## config.mk

```make
export PLATFORM = sky130hd
export DESIGN_NAME = ps2_host_tx
export DESIGN_NICKNAME = d
export VERILOG_FILES = /design/src/rtl/ps2_pkg.sv /design/src/rtl/ps2_filter.sv /design/src/rtl/ps2_host_tx.sv
export SDC_FILE = /design/constraint.sdc
export NUM_CORES = 1
export LEC_CHECK = 0
export CORE_MARGIN = 2
export CORE_UTILIZATION = 30
export CTS_BUF_LIST = sky130_fd_sc_hd__clkbuf_16
export DETAILED_ROUTE_END_ITERATION = 12
export SLEW_MARGIN = 25
export SYNTH_ARGS = -nofsm -noshare
export SYNTH_HDL_FRONTEND = slang
export SYNTH_SLANG_ARGS = --single-unit
```

## constraint.sdc

```tcl
create_clock -name clk -period 2.5 [get_ports clk]
set_clock_uncertainty 0.1 [all_clocks]
set_input_delay 0.5 -clock clk [delete_from_list [all_inputs] [get_ports clk]]
set_output_delay 0.5 -clock clk [all_outputs]
set_load 0.01 [all_outputs]
```

## src/rtl/ps2_pkg.sv

```systemverilog
// Shared PS/2 definitions used by the host transmit and device receive paths.
package ps2_pkg;

  typedef enum logic [2:0] {
    IDLE,
    RTS,
    START,
    DATA,
    STOP,
    ACK,
    WAIT_IDLE
  } ps2_state_e;

  // Data byte plus parity shifted onto ps2d
  localparam int unsigned FRAME_BITS = 9;
  // Device clock fall on which the acknowledge bit is read
  localparam int unsigned ACK_FALL   = 11;

  // PS/2 parity bit: makes the total number of ones in byte+parity odd
  function automatic logic odd_parity(input logic [7:0] d);
    return ~^d;
  endfunction

endpackage

```

## src/rtl/ps2_filter.sv

```systemverilog
// PS/2 pin conditioning: 2-flop synchronisers on both pins, a debounce filter
// on the clock pin and a single-cycle pulse on each filtered clock fall.
module ps2_filter #(
  parameter int unsigned FILTER_LEN = 8
) (
  input  logic clk,
  input  logic reset,
  input  logic i_ps2c,
  input  logic i_ps2d,
  output logic o_ps2c_filt,
  output logic o_ps2d_sync,
  output logic o_fall
);

  localparam int unsigned CNT_W = $clog2(FILTER_LEN + 1);

  logic [1:0]       r_c_sync;
  logic [1:0]       r_d_sync;
  logic             r_filt;
  logic [CNT_W-1:0] r_cnt;
  logic             r_fall;

  // Synchronise both raw pins; idle bus level is high
  always_ff @(posedge clk or negedge reset) begin
    if (!reset) begin
      r_c_sync <= '1;
      r_d_sync <= '1;
    end else begin
      r_c_sync <= {r_c_sync[0], i_ps2c};
      r_d_sync <= {r_d_sync[0], i_ps2d};
    end
  end

  // Accept a new clock level only after FILTER_LEN consecutive differing samples
  always_ff @(posedge clk or negedge reset) begin
    if (!reset) begin
      r_filt <= 1'b1;
      r_cnt  <= '0;
      r_fall <= 1'b0;
    end else begin
      r_fall <= 1'b0;
      if (r_c_sync[1] == r_filt) begin
        r_cnt <= '0;
      end else if (r_cnt == CNT_W'(FILTER_LEN - 1)) begin
        r_filt <= r_c_sync[1];
        r_cnt  <= '0;
        r_fall <= r_filt;
      end else begin
        r_cnt <= r_cnt + 1'b1;
      end
    end
  end

  assign o_ps2c_filt = r_filt;
  assign o_ps2d_sync = r_d_sync[1];
  assign o_fall      = r_fall;

endmodule

```

## src/rtl/ps2_host_tx.sv

```systemverilog
// PS/2 host-to-device transmitter: request-to-send, start, 8 data bits,
// odd parity, stop and acknowledge, driving both pins open-drain.
module ps2_host_tx
  import ps2_pkg::*;
#(
  parameter int unsigned INHIBIT_CYCLES = 5000,
  parameter int unsigned FILTER_LEN     = 8,
  parameter int unsigned TIMEOUT_CYCLES = 1000000
) (
  input  logic       clk,
  input  logic       reset,
  input  logic       wr_ps2,
  input  logic [7:0] din,
  input  logic       ps2c_in,
  input  logic       ps2d_in,
  output logic       ps2c_oe,
  output logic       ps2d_oe,
  output logic       tx_idle,
  output logic       tx_done,
  output logic       tx_err
);

  localparam int unsigned INH_W = $clog2(INHIBIT_CYCLES + 1);
  localparam int unsigned WD_W  = $clog2(TIMEOUT_CYCLES + 1);

  ps2_state_e            r_state;
  ps2_state_e            w_next;
  logic [FRAME_BITS-1:0] r_frame;
  logic [3:0]            r_bit_cnt;
  logic [INH_W-1:0]      r_inh_cnt;
  logic [WD_W-1:0]       r_wdog;
  logic                  r_ps2d_oe;
  logic                  r_ok;
  logic                  r_err;
  logic                  r_tx_done;
  logic                  r_tx_err;

  logic w_ps2c_filt;
  logic w_ps2d_sync;
  logic w_fall;
  logic w_watch;
  logic w_timeout;
  logic w_load;
  logic w_shift;
  logic w_ps2d_oe_next;
  logic w_set_ok;
  logic w_set_err;
  logic w_done_pulse;
  logic w_err_pulse;

  ps2_filter #(
    .FILTER_LEN (FILTER_LEN)
  ) u_filter (
    .clk         (clk),
    .reset       (reset),
    .i_ps2c      (ps2c_in),
    .i_ps2d      (ps2d_in),
    .o_ps2c_filt (w_ps2c_filt),
    .o_ps2d_sync (w_ps2d_sync),
    .o_fall      (w_fall)
  );

  assign w_watch   = (r_state == START) || (r_state == DATA) || (r_state == STOP) ||
                     (r_state == ACK)   || (r_state == WAIT_IDLE);
  assign w_timeout = w_watch && (r_wdog == WD_W'(TIMEOUT_CYCLES - 1));

  // State register
  always_ff @(posedge clk or negedge reset) begin
    if (!reset) r_state <= IDLE;
    else        r_state <= w_next;
  end

  // Next-state and per-cycle control; the watchdog overrides any other action
  always_comb begin
    w_next         = r_state;
    w_load         = 1'b0;
    w_shift        = 1'b0;
    w_ps2d_oe_next = r_ps2d_oe;
    w_set_ok       = 1'b0;
    w_set_err      = 1'b0;
    w_done_pulse   = 1'b0;
    w_err_pulse    = 1'b0;
    case (r_state)
      IDLE: begin
        w_ps2d_oe_next = 1'b0;
        if (wr_ps2) begin
          w_load = 1'b1;
          w_next = RTS;
        end
      end
      RTS: begin
        w_ps2d_oe_next = 1'b0;
        if (r_inh_cnt == INH_W'(INHIBIT_CYCLES - 1)) begin
          w_ps2d_oe_next = 1'b1;
          w_next         = START;
        end
      end
      START: begin
        if (w_fall) begin
          w_ps2d_oe_next = ~r_frame[0];
          w_shift        = 1'b1;
          w_next         = DATA;
        end
      end
      DATA: begin
        if (w_fall) begin
          w_ps2d_oe_next = ~r_frame[0];
          w_shift        = 1'b1;
          if (r_bit_cnt == 4'(FRAME_BITS - 1)) w_next = STOP;
        end
      end
      STOP: begin
        if (w_fall) begin
          w_ps2d_oe_next = 1'b0;
          w_next         = ACK;
        end
      end
      ACK: begin
        if (w_fall) begin
          w_set_ok  = ~w_ps2d_sync;
          w_set_err = w_ps2d_sync;
          w_next    = WAIT_IDLE;
        end
      end
      WAIT_IDLE: begin
        if (w_ps2d_sync && w_ps2c_filt) begin
          w_done_pulse = r_ok;
          w_err_pulse  = r_err;
          w_next       = IDLE;
        end
      end
      default: begin
        w_ps2d_oe_next = 1'b0;
        w_next         = IDLE;
      end
    endcase
    if (w_timeout) begin
      w_next         = IDLE;
      w_ps2d_oe_next = 1'b0;
      w_shift        = 1'b0;
      w_set_ok       = 1'b0;
      w_set_err      = 1'b0;
      w_done_pulse   = 1'b0;
      w_err_pulse    = 1'b1;
    end
  end

  // Frame shifter, fall counter, result flags and registered pin/status outputs
  always_ff @(posedge clk or negedge reset) begin
    if (!reset) begin
      r_frame   <= '0;
      r_bit_cnt <= '0;
      r_ok      <= 1'b0;
      r_err     <= 1'b0;
      r_ps2d_oe <= 1'b0;
      r_tx_done <= 1'b0;
      r_tx_err  <= 1'b0;
    end else begin
      r_ps2d_oe <= w_ps2d_oe_next;
      r_tx_done <= w_done_pulse;
      r_tx_err  <= w_err_pulse;
      if (w_load) begin
        r_frame   <= {odd_parity(din), din};
        r_bit_cnt <= '0;
        r_ok      <= 1'b0;
        r_err     <= 1'b0;
      end else begin
        if (w_shift) r_frame <= {1'b0, r_frame[FRAME_BITS-1:1]};
        if (w_fall && w_watch && (r_state != WAIT_IDLE) && (r_bit_cnt != 4'(ACK_FALL)))
          r_bit_cnt <= r_bit_cnt + 1'b1;
        if (w_set_ok)  r_ok  <= 1'b1;
        if (w_set_err) r_err <= 1'b1;
      end
    end
  end

  // Inhibit timer runs only while in RTS; watchdog restarts on every fall or state change
  always_ff @(posedge clk or negedge reset) begin
    if (!reset) begin
      r_inh_cnt <= '0;
      r_wdog    <= '0;
    end else begin
      r_inh_cnt <= (r_state == RTS && w_next == RTS) ? r_inh_cnt + 1'b1 : '0;
      r_wdog    <= (w_watch && !w_fall && w_next == r_state) ? r_wdog + 1'b1 : '0;
    end
  end

  assign ps2c_oe = (r_state == RTS);
  assign ps2d_oe = r_ps2d_oe;
  assign tx_idle = (r_state == IDLE);
  assign tx_done = r_tx_done;
  assign tx_err  = r_tx_err;

endmodule

```

==> results of run 1 <==
-- cell usage in the layout, fill, tap and decap left out, drive strengths merged, types with 3 or more instances in the layout --
master,Yosys,layout
inv,8,10
ha,5,5
a21oi,16,16
or3,3,3
mux2i,9,9
nor4,12,12
nand2,16,16
and2,4,4
clkinv,0,4
xnor2,26,26
nor2b,5,5
dfstp,5,5
nand3b,3,3
nor2,47,47
nand3,18,18
buf,4,14
clkbuf,11,9
and3,6,6
dfrtp,59,59
xor2,16,16
clkdlybuf4s50,0,16
o21ai,7,7
nand4,10,10
nor3,9,9
or4,4,4
-- logic make-up (layout without fill, tap and decap cells) --
group,after synthesis,after routing
AO/OA/AOI/OAI,36,36
buffers and inverters,23,54
multiplexers,10,10
flip-flops,64,64
XOR/XNOR,42,42
AND/OR/NAND/NOR,148,148
adder cells (fa/ha/maj),5,5
-- flip-flops by register name, indices dropped and copies added, names as in the netlist, 2 cells and up --
register	count
u_filter.r_d_sync	2
u_filter.r_cnt	4
r_frame	9
r_bit_cnt	4
r_state	3
u_filter.r_c_sync	2
r_inh_cnt	13
r_wdog	20
-- power by group through the flow --
stage | clock (mW) | combinational [mW] | sequential (mW)
floorplan | 0 | 0.0672 | 1.11
global placement | 0 | 0.118 | 1.12
detailed placement | 0 | 0.121 | 1.12
CTS | 1.21 | 0.121 | 1.10
global route | 1.25 | 0.135 | 1.11
finish | 1.18 | 0.118 | 1.10
-- through the flow --
stage	hold slack, ps	std cells
finish	23.27	499
global placement	246.5	483
floorplan	104.4	328
detailed placement	247.3	483
CTS	26.29	499
global route	66.70	499
-- critical path, stage by stage (launching register included) --
cell,delay (ps)
sky130_fd_sc_hd__dfrtp_1,620
sky130_fd_sc_hd__nand2_1,170
sky130_fd_sc_hd__inv_1,140
sky130_fd_sc_hd__clkdlybuf4s50_1,550
-- worst min-delay path by stage --
| stage | from | endpoint | slack, ps |
|---|---|---|---|
| after floorplan | reset | ps2d_oe | 100 |
| after global placement | u_filter.r_d_sync[0] | u_filter.r_d_sync[1] | 250 |
| after detailed placement | u_filter.r_d_sync[0] | u_filter.r_d_sync[1] | 250 |
| after CTS | reset | r_frame[7] | 30 |
| after global routing | reset | r_inh_cnt[9] | 70 |
| final | reset | r_frame[7] | 20 |
-- routing by layer --
metal	up-vias	global-route usage [%]	share of wire, %	routed length, um
li1	1197	-	-	-
met1	1188	16.15	50	3308
met2	27	19.03	45	2975
met3	14	2.905	2.4	155
met4	0	5.154	2.0	133
met5	-	0	0	0
-- what timing repair did --
action	in CTS	in global routing
setup buffers	0	0
setup endpoints to repair	0	5
gates resized for setup	0	2
-- area by class of cell --
type	count	area share, %
Clock buffer	9	5.614
Multi-Input combinational cell	241	40.64
Timing Repair Buffer	30	7.174
Sequential cell	64	40.08
Tap cell	140	4.367
Inverter	8	0.7486
Clock inverter	7	1.372
==> reports/metrics.sh, run 1 <==
SYNTHSIMPLEGATEAREAFRAC_PCT=25.58
YS_FF_LATCH=64
DIEAREA_MM2=0.01194
SWITCHING_POWER_mW=0.5128
DIE_H_UM=109.3
POSTSYNTHCELLCOUNT=328
FINAL_MAX_SLEW_VIOL_COUNT=0
AREA_FRACTION_IN_COMPOUND_GATES_AFTER_SYNTHESIS_PCT=6.960
YOSYSWARNINGCOUNT=0
LAYOUT_MIN_CYCLE_TIME_PS=2394
ENDPOINT_KIND='output pin'
NETLIST.AREA_LEADER.SHARE_PCT=44.39
BUFFER_PORTS.INSERTED=17
TIMING.FINAL.HOLD_VIOLATIONS=0
SYNTH_TOP_CELLS_BY_COUNT='sky130_fd_sc_hd__dfrtp_1, sky130_fd_sc_hd__nor2_1, sky130_fd_sc_hd__xnor2_1, sky130_fd_sc_hd__nand3_1'
FLOORPLAN.INITIALDENSITY_PCT=30.68
SETUP-VIOLATIONS-FINAL=0
RR_ENDPOINT='r_frame[5]'
GRT-OVFL-TOTAL=0
COMB_POWER_SHARE_PCT=4.9
TIMING.CRITICAL_PATH.FROM='r_state[0]'
TIMING.FINAL.WS_SETUP_PS=105.9
H-TREE-DEPTH=3
NETLIST_AREA_MM2=0.003326
CRIT_TYPE='reg -> out'
STANDARD_CELL_AREA_AFTER_DETAILED_PLACEMENT_MM2=0.003719
POWER_DENSITY_OVER_THE_CELLS_mW_PER_MM2=598.8
CLKTRANSATPATHREGS_PS=50
POST_ROUTE_CELLS_DRIVE_ABOVE_1_SHARE_PCT=14.48
TRITONCTS='yes'
CRIT_PATH_START_KIND='register'
DRT-WIRELENGTH-PER-CELL_UM=13.17
REG_TO_REG_SETUP_TIMING_SLACK_PS=110
INTERNAL-POWER_mW=1.889
ANT_NETS=0
DRTITER0DRC=170
LEAKAGEPOWER_nW=1.606
WORST-PATH-MAX-FANOUT=16
SEQ_TOTAL_AREA_YOSYS_PCT=48.34
GLOBAL_ROUTE_WIRE_LENGTH_BEFORE_REPAIR_UM=11340
FMAX_MHz=417.7
MULTI_INPUT_AREA_MM2=0.001630
FINAL-SEQ-AREA_MM2=0.001608
CORE-AREA_MM2=0.01084
SYNTH.LARGEST_AREA_CELL='sky130_fd_sc_hd__dfrtp_1'
WORST_MARGIN_SLEW_PS=753.4
WL_UM=6572
SETUP_TNS_PS=0
PLACE_WORST_SETUP_SLACK_PS=101.3
WORST_SKEW_PAIR_LATER_PIN_LATENCY_PS=330
DIE_SPAN_IN_X_UM=109.3
RSZ0062_AT_GRT='true'
ASYNC_FLOP_SHARE_PCT=100.0
MIN-DELAY-PATH-CLASS='in -> async'
VIAS_PER_CELL=4.862
CTS-ROOT-TO-SINK-BUFFERS=2
DETAIL_ROUTE.FIRST_PASS.ITERATIONS=4
SYN-NUM-NETS=346
SYNTH_XOR_XNOR_AREA_SHARE_PCT=11.06
FILLERINSTANCES=1110
CLOCK_POWER_SHARE_PCT=49.1
IO-PIN-COUNT=18
CTS.ROOT.BUFFER_CELL='sky130_fd_sc_hd__clkbuf_16'
ARRIVAL_WORST_ENDPOINT_PS=1790
CRITPATHCAPTURE='ps2c_oe'
PLACE.GP.CONGESTION=0.8141
CTS.HOLD.BUFFERS_ADDED=0
POST_SYNTH_MUX_AREA_SHARE_PCT=3.047
PLACEMENTROWS=38
TOTAL_VIA_COUNT_IN_THE_ROUTED_DESIGN=2426
DP.FINAL_HPWL_UM=4552
OUTCOME='completed'
CTS_SINKS=64
DIODES=0
SYNTHFLOPTYPE='sky130_fd_sc_hd__dfrtp_1'
GRT_PASS1_VIAS=2431
FLOW.AREA_GROWTH_FROM_SYNTHESIS_PCT=20.62
FINAL_CORE_DENSITY_PCT=37.00
DESIGN_POWER_TOTAL_mW=2.402
TIMING.CRITICAL_PATH.REQUIRED_PS=1900
ANTENNA_FOUND_INITIAL=0
REMAINING_DRC_ERRORS=0
SYN_AREA_PER_CELL_UM2=10.14
SYNTH.MOST_COMMON_CELL='sky130_fd_sc_hd__dfrtp_1'
CAP_VIOLATIONS=0
TIMING.SLEW.HEADROOM_PCT=49.76
SYNTH-ADDER-AREA-SHARE_PCT=1.881
GRT_MAX_DEGREE=27
MAIN_COMBINATIONAL_CELL_FAMILY_BY_AREA_AFTER_SYNTHESIS='simple AND/OR/NAND/NOR gates'
RR_WORST_DEPTH=6
SYNTH_AREA_LEADERS='sky130_fd_sc_hd__dfrtp_1, sky130_fd_sc_hd__xnor2_1, sky130_fd_sc_hd__nor2_1'
TIMING.FINAL.CRIT_SHARE_PCT=95.76
IR_WORST_VDD_mV=0.3039
SYNTH_CELL_TYPE_COUNT=50
NUMBER_OF_FLOPS_MAPPED_TO_ENABLE_CELLS_BY_YOSYS=0
CTS-BUFFERS-INSERTED=9
FINAL_NET_COUNT=372
FINAL_DESIGN_AREA_NO_FILL_MM2=0.004011
GRT.TOTAL_USAGE_PCT=12.16
WORST_R2R_STARTPOINT='r_wdog[6]'
SEQUENTIALPOWERSHARE_PCT=45.9
POWER.SWITCHING_FRACTION_PCT=21.35
No activity file was read; power rests on OpenSTA's default activity.
==> run 2, diff against run 1 <==
--- a/config.mk
+++ b/config.mk
@@ -5,6 +5,7 @@
 export SDC_FILE = /design/constraint.sdc
 export NUM_CORES = 1
 export LEC_CHECK = 0
+export CORE_ASPECT_RATIO = 2
 export CORE_MARGIN = 2
 export CORE_UTILIZATION = 30
 export CTS_BUF_LIST = sky130_fd_sc_hd__clkbuf_16
==> constraint.sdc (replaced) <==
create_clock -name clk -period 2.5 [get_ports clk]
set_clock_uncertainty 0.1 [all_clocks]
set_input_delay 0.5 -clock clk [delete_from_list [all_inputs] [get_ports clk]]
set_output_delay 0.5 -clock clk [all_outputs]
set_load 0.1 [all_outputs]
==> run 2 against run 1 <==
Combinational power increased by 3%. Final cell count increased by 0.20%. Register-to-register slack got worse by 20 ps. Largest cell class unchanged. Highest routed layer unchanged.
==> reports/metrics.sh, run 2 (synthesis gave the netlist of run 1 again) <==
TOTAL_VIA_COUNT_IN_THE_ROUTED_DESIGN=2483  # +2.3%
GRT_PASS1_VIAS=2537  # +4.4%
TRITONCTS='yes'
DRT-WIRELENGTH-PER-CELL_UM=14.30  # +8.5%
OUTCOME='completed'
LAYOUT_TOP_REGISTERS='r_wdog (20), r_inh_cnt (13), r_frame (9)'
LEAKAGEPOWER_nW=1.643  # +2.3%
ANT_NETS=0  # unchanged
CTS-ROOT-TO-SINK-BUFFERS=2  # unchanged
WORST-PATH-MAX-FANOUT=11  # -5
NUMBER_OF_FLIP_FLOPS_IN_THE_LARGEST_REGISTER=20  # unchanged
IO-PIN-COUNT=18  # unchanged
CTS.HOLD.BUFFERS_ADDED=0  # unchanged
ANTENNA_FOUND_INITIAL=0  # unchanged
CRIT_PATH_START_KIND='register'
POST_LAYOUT_NONFILLER_INSTANCES=500  # +0.20%
TIMING.CRITICAL_PATH.REQUIRED_PS=2630  # +730 ps
DIODES=0  # unchanged
POWER.SWITCHING_FRACTION_PCT=23.20  # +1.8 points
FLOORPLAN.INITIALDENSITY_PCT=30.57  # -0.11 points
PLACEMENTROWS=54  # +42%
CTS-BUFFERS-INSERTED=9  # unchanged
INTERNAL-POWER_mW=1.917  # +1.5%
BUFFER_PORTS.INSERTED=17  # unchanged
DETAIL_ROUTE.FIRST_PASS.ITERATIONS=4  # unchanged
PLACE.GP.CONGESTION=0.8686  # +6.7%
SETUP_TNS_PS=0  # unchanged
VIAS_PER_CELL=4.966  # +2.1%
FINAL_MAX_SLEW_VIOL_COUNT=0  # unchanged
REGISTERS.TOP_BY_FF_COUNT='r_wdog'
CAP_VIOLATIONS=0  # unchanged
GRT-OVFL-TOTAL=0  # unchanged
DRTITER0DRC=96  # -44%
LAYOUT_MIN_CYCLE_TIME_PS=2411  # +16.57 ps
FINAL_NET_COUNT=373  # +0.27%
FINAL_COMMON_CELL='sky130_fd_sc_hd__dfrtp_1'
ENDPOINT_KIND='register'
WORST_MARGIN_SLEW_PS=772.7  # +19.26 ps
CLOCK_POWER_SHARE_PCT=50.9  # +1.8 points
SEQUENTIALPOWERSHARE_PCT=44.2  # -1.7 points
FMAX_MHz=414.8  # -0.69%
DIE_H_UM=152.9  # +40%
DPL.CELL_COUNT=484  # +0.21%
TIMING.FINAL.HOLD_VIOLATIONS=0  # unchanged
SETUP-VIOLATIONS-FINAL=0  # unchanged
DIE_SPAN_IN_X_UM=78.45  # -28%
CLKTRANSATPATHREGS_PS=60  # about the same
RR_WORST_DEPTH=5  # -1
ARRIVAL_WORST_ENDPOINT_PS=2540  # +750 ps
REMAINING_DRC_ERRORS=0  # unchanged
MIN-DELAY-PATH-CLASS='in -> async'
DP.FINAL_HPWL_UM=5199  # +14%
FLOW.AREA_GROWTH_FROM_SYNTHESIS_PCT=21.97
GLOBAL_ROUTE_WIRE_LENGTH_BEFORE_REPAIR_UM=12190  # +7.6%
POWER_DENSITY_OVER_THE_CELLS_mW_PER_MM2=615.4  # +2.8%
CTS.ROOT.BUFFER_CELL='sky130_fd_sc_hd__clkbuf_16'
CRIT_TYPE='reg -> reg'
WL_UM=7148  # +8.8%
GRT.TOTAL_USAGE_PCT=13.15  # +0.99 points
TIMING.FINAL.CRIT_SHARE_PCT=96.43  # +0.66 points
GRT_MAX_DEGREE=65  # +140%
CTS.REPAIR.RESIZED=0  # unchanged
COMB_POWER_SHARE_PCT=4.9  # about the same
FINAL_DESIGN_AREA_NO_FILL_MM2=0.004056  # +1.1%
SWITCHING_POWER_mW=0.5791  # +13%
RSZ0062_AT_GRT='false'
LAYOUT_COMMON_CELLS='sky130_fd_sc_hd__dfrtp_1, sky130_fd_sc_hd__nor2_1, sky130_fd_sc_hd__xnor2_1, sky130_fd_sc_hd__nand3_1'
CORE-AREA_MM2=0.01088  # +0.35%
WORST_SKEW_PAIR_LATER_PIN_LATENCY_PS=340  # about the same
TIMING.SLEW.HEADROOM_PCT=48.48  # -1.3 points
STANDARD_CELL_AREA_AFTER_DETAILED_PLACEMENT_MM2=0.003754  # +0.94%
H-TREE-DEPTH=3  # unchanged
CTS.REPAIR_TIMING.SETUP_BUFFER_COUNT=0  # unchanged
CTS_SINKS=64  # unchanged
DIEAREA_MM2=0.01200  # +0.42%
IR_WORST_VDD_mV=0.5379  # +77%
POST_ROUTE_CELLS_DRIVE_ABOVE_1_SHARE_PCT=17.22  # +2.7 points
run 2: area by class of cell:
type | instances | area (um^2)
clock buffers | 9 | 225.2
inverters | 8 | 30.03
repair buffers | 31 | 320.3
fillers | 1055 | 6822
multi-input cells | 241 | 1620
clock inverters | 7 | 77.57
flip-flops and latches | 64 | 1608
well taps | 140 | 175.2
run 2: worst paths after layout:
path / slack (ps) / endpoint / startpoint
min in group clk: 250 / u_filter.r_d_sync[1] / u_filter.r_d_sync[0]
hold / removal: 70 / r_wdog[2] / reset
setup / recovery: 90 / r_wdog[1] / r_wdog[6]
max in group asynchronous: 1900 / u_filter.r_d_sync[0] / reset
hold reg to reg: 250 / u_filter.r_d_sync[1] / u_filter.r_d_sync[0]
setup reg to reg: 90 / r_wdog[1] / r_wdog[6]
run 2: worst max-delay path, stage by stage, from the launching register on:
cell                      delay [ps]
sky130_fd_sc_hd__dfrtp_1         380
sky130_fd_sc_hd__or4_1           570
sky130_fd_sc_hd__or4_4           570
sky130_fd_sc_hd__nor2_4          110
sky130_fd_sc_hd__o21ai_2         220
sky130_fd_sc_hd__nor4b_1         350
run 2: layer usage:
layer / GRT usage (%) / share of wire [%]
met3: 3.070 / 2.7
met1: 14.04 / 39
met4: 8.187 / 4.7
met2: 22.87 / 54
met5: 0 / 0
run 2: power by group through the flow:
stage	Combinational [mW]	Sequential, mW	Clock (mW)
finish	0.122	1.10	1.27
global route	0.143	1.11	1.35
CTS	0.127	1.10	1.30
detailed placement	0.126	1.12	0
global placement	0.120	1.12	0
floorplan	0.0672	1.11	0
run 2: metrics by stage:
step                      power, mW  hold WS, ps  utilization, %  setup WS [ps]
final                         2.496        68.80           37.29          89.36
after global routing          2.599        93.59           37.29          2.183
after CTS                     2.528        84.10           37.29          79.98
after detailed placement      1.248        247.6           34.51          110.6
after global placement        1.239        247.7           34.51          139.1
after floorplan               1.180        104.4               -          124.1
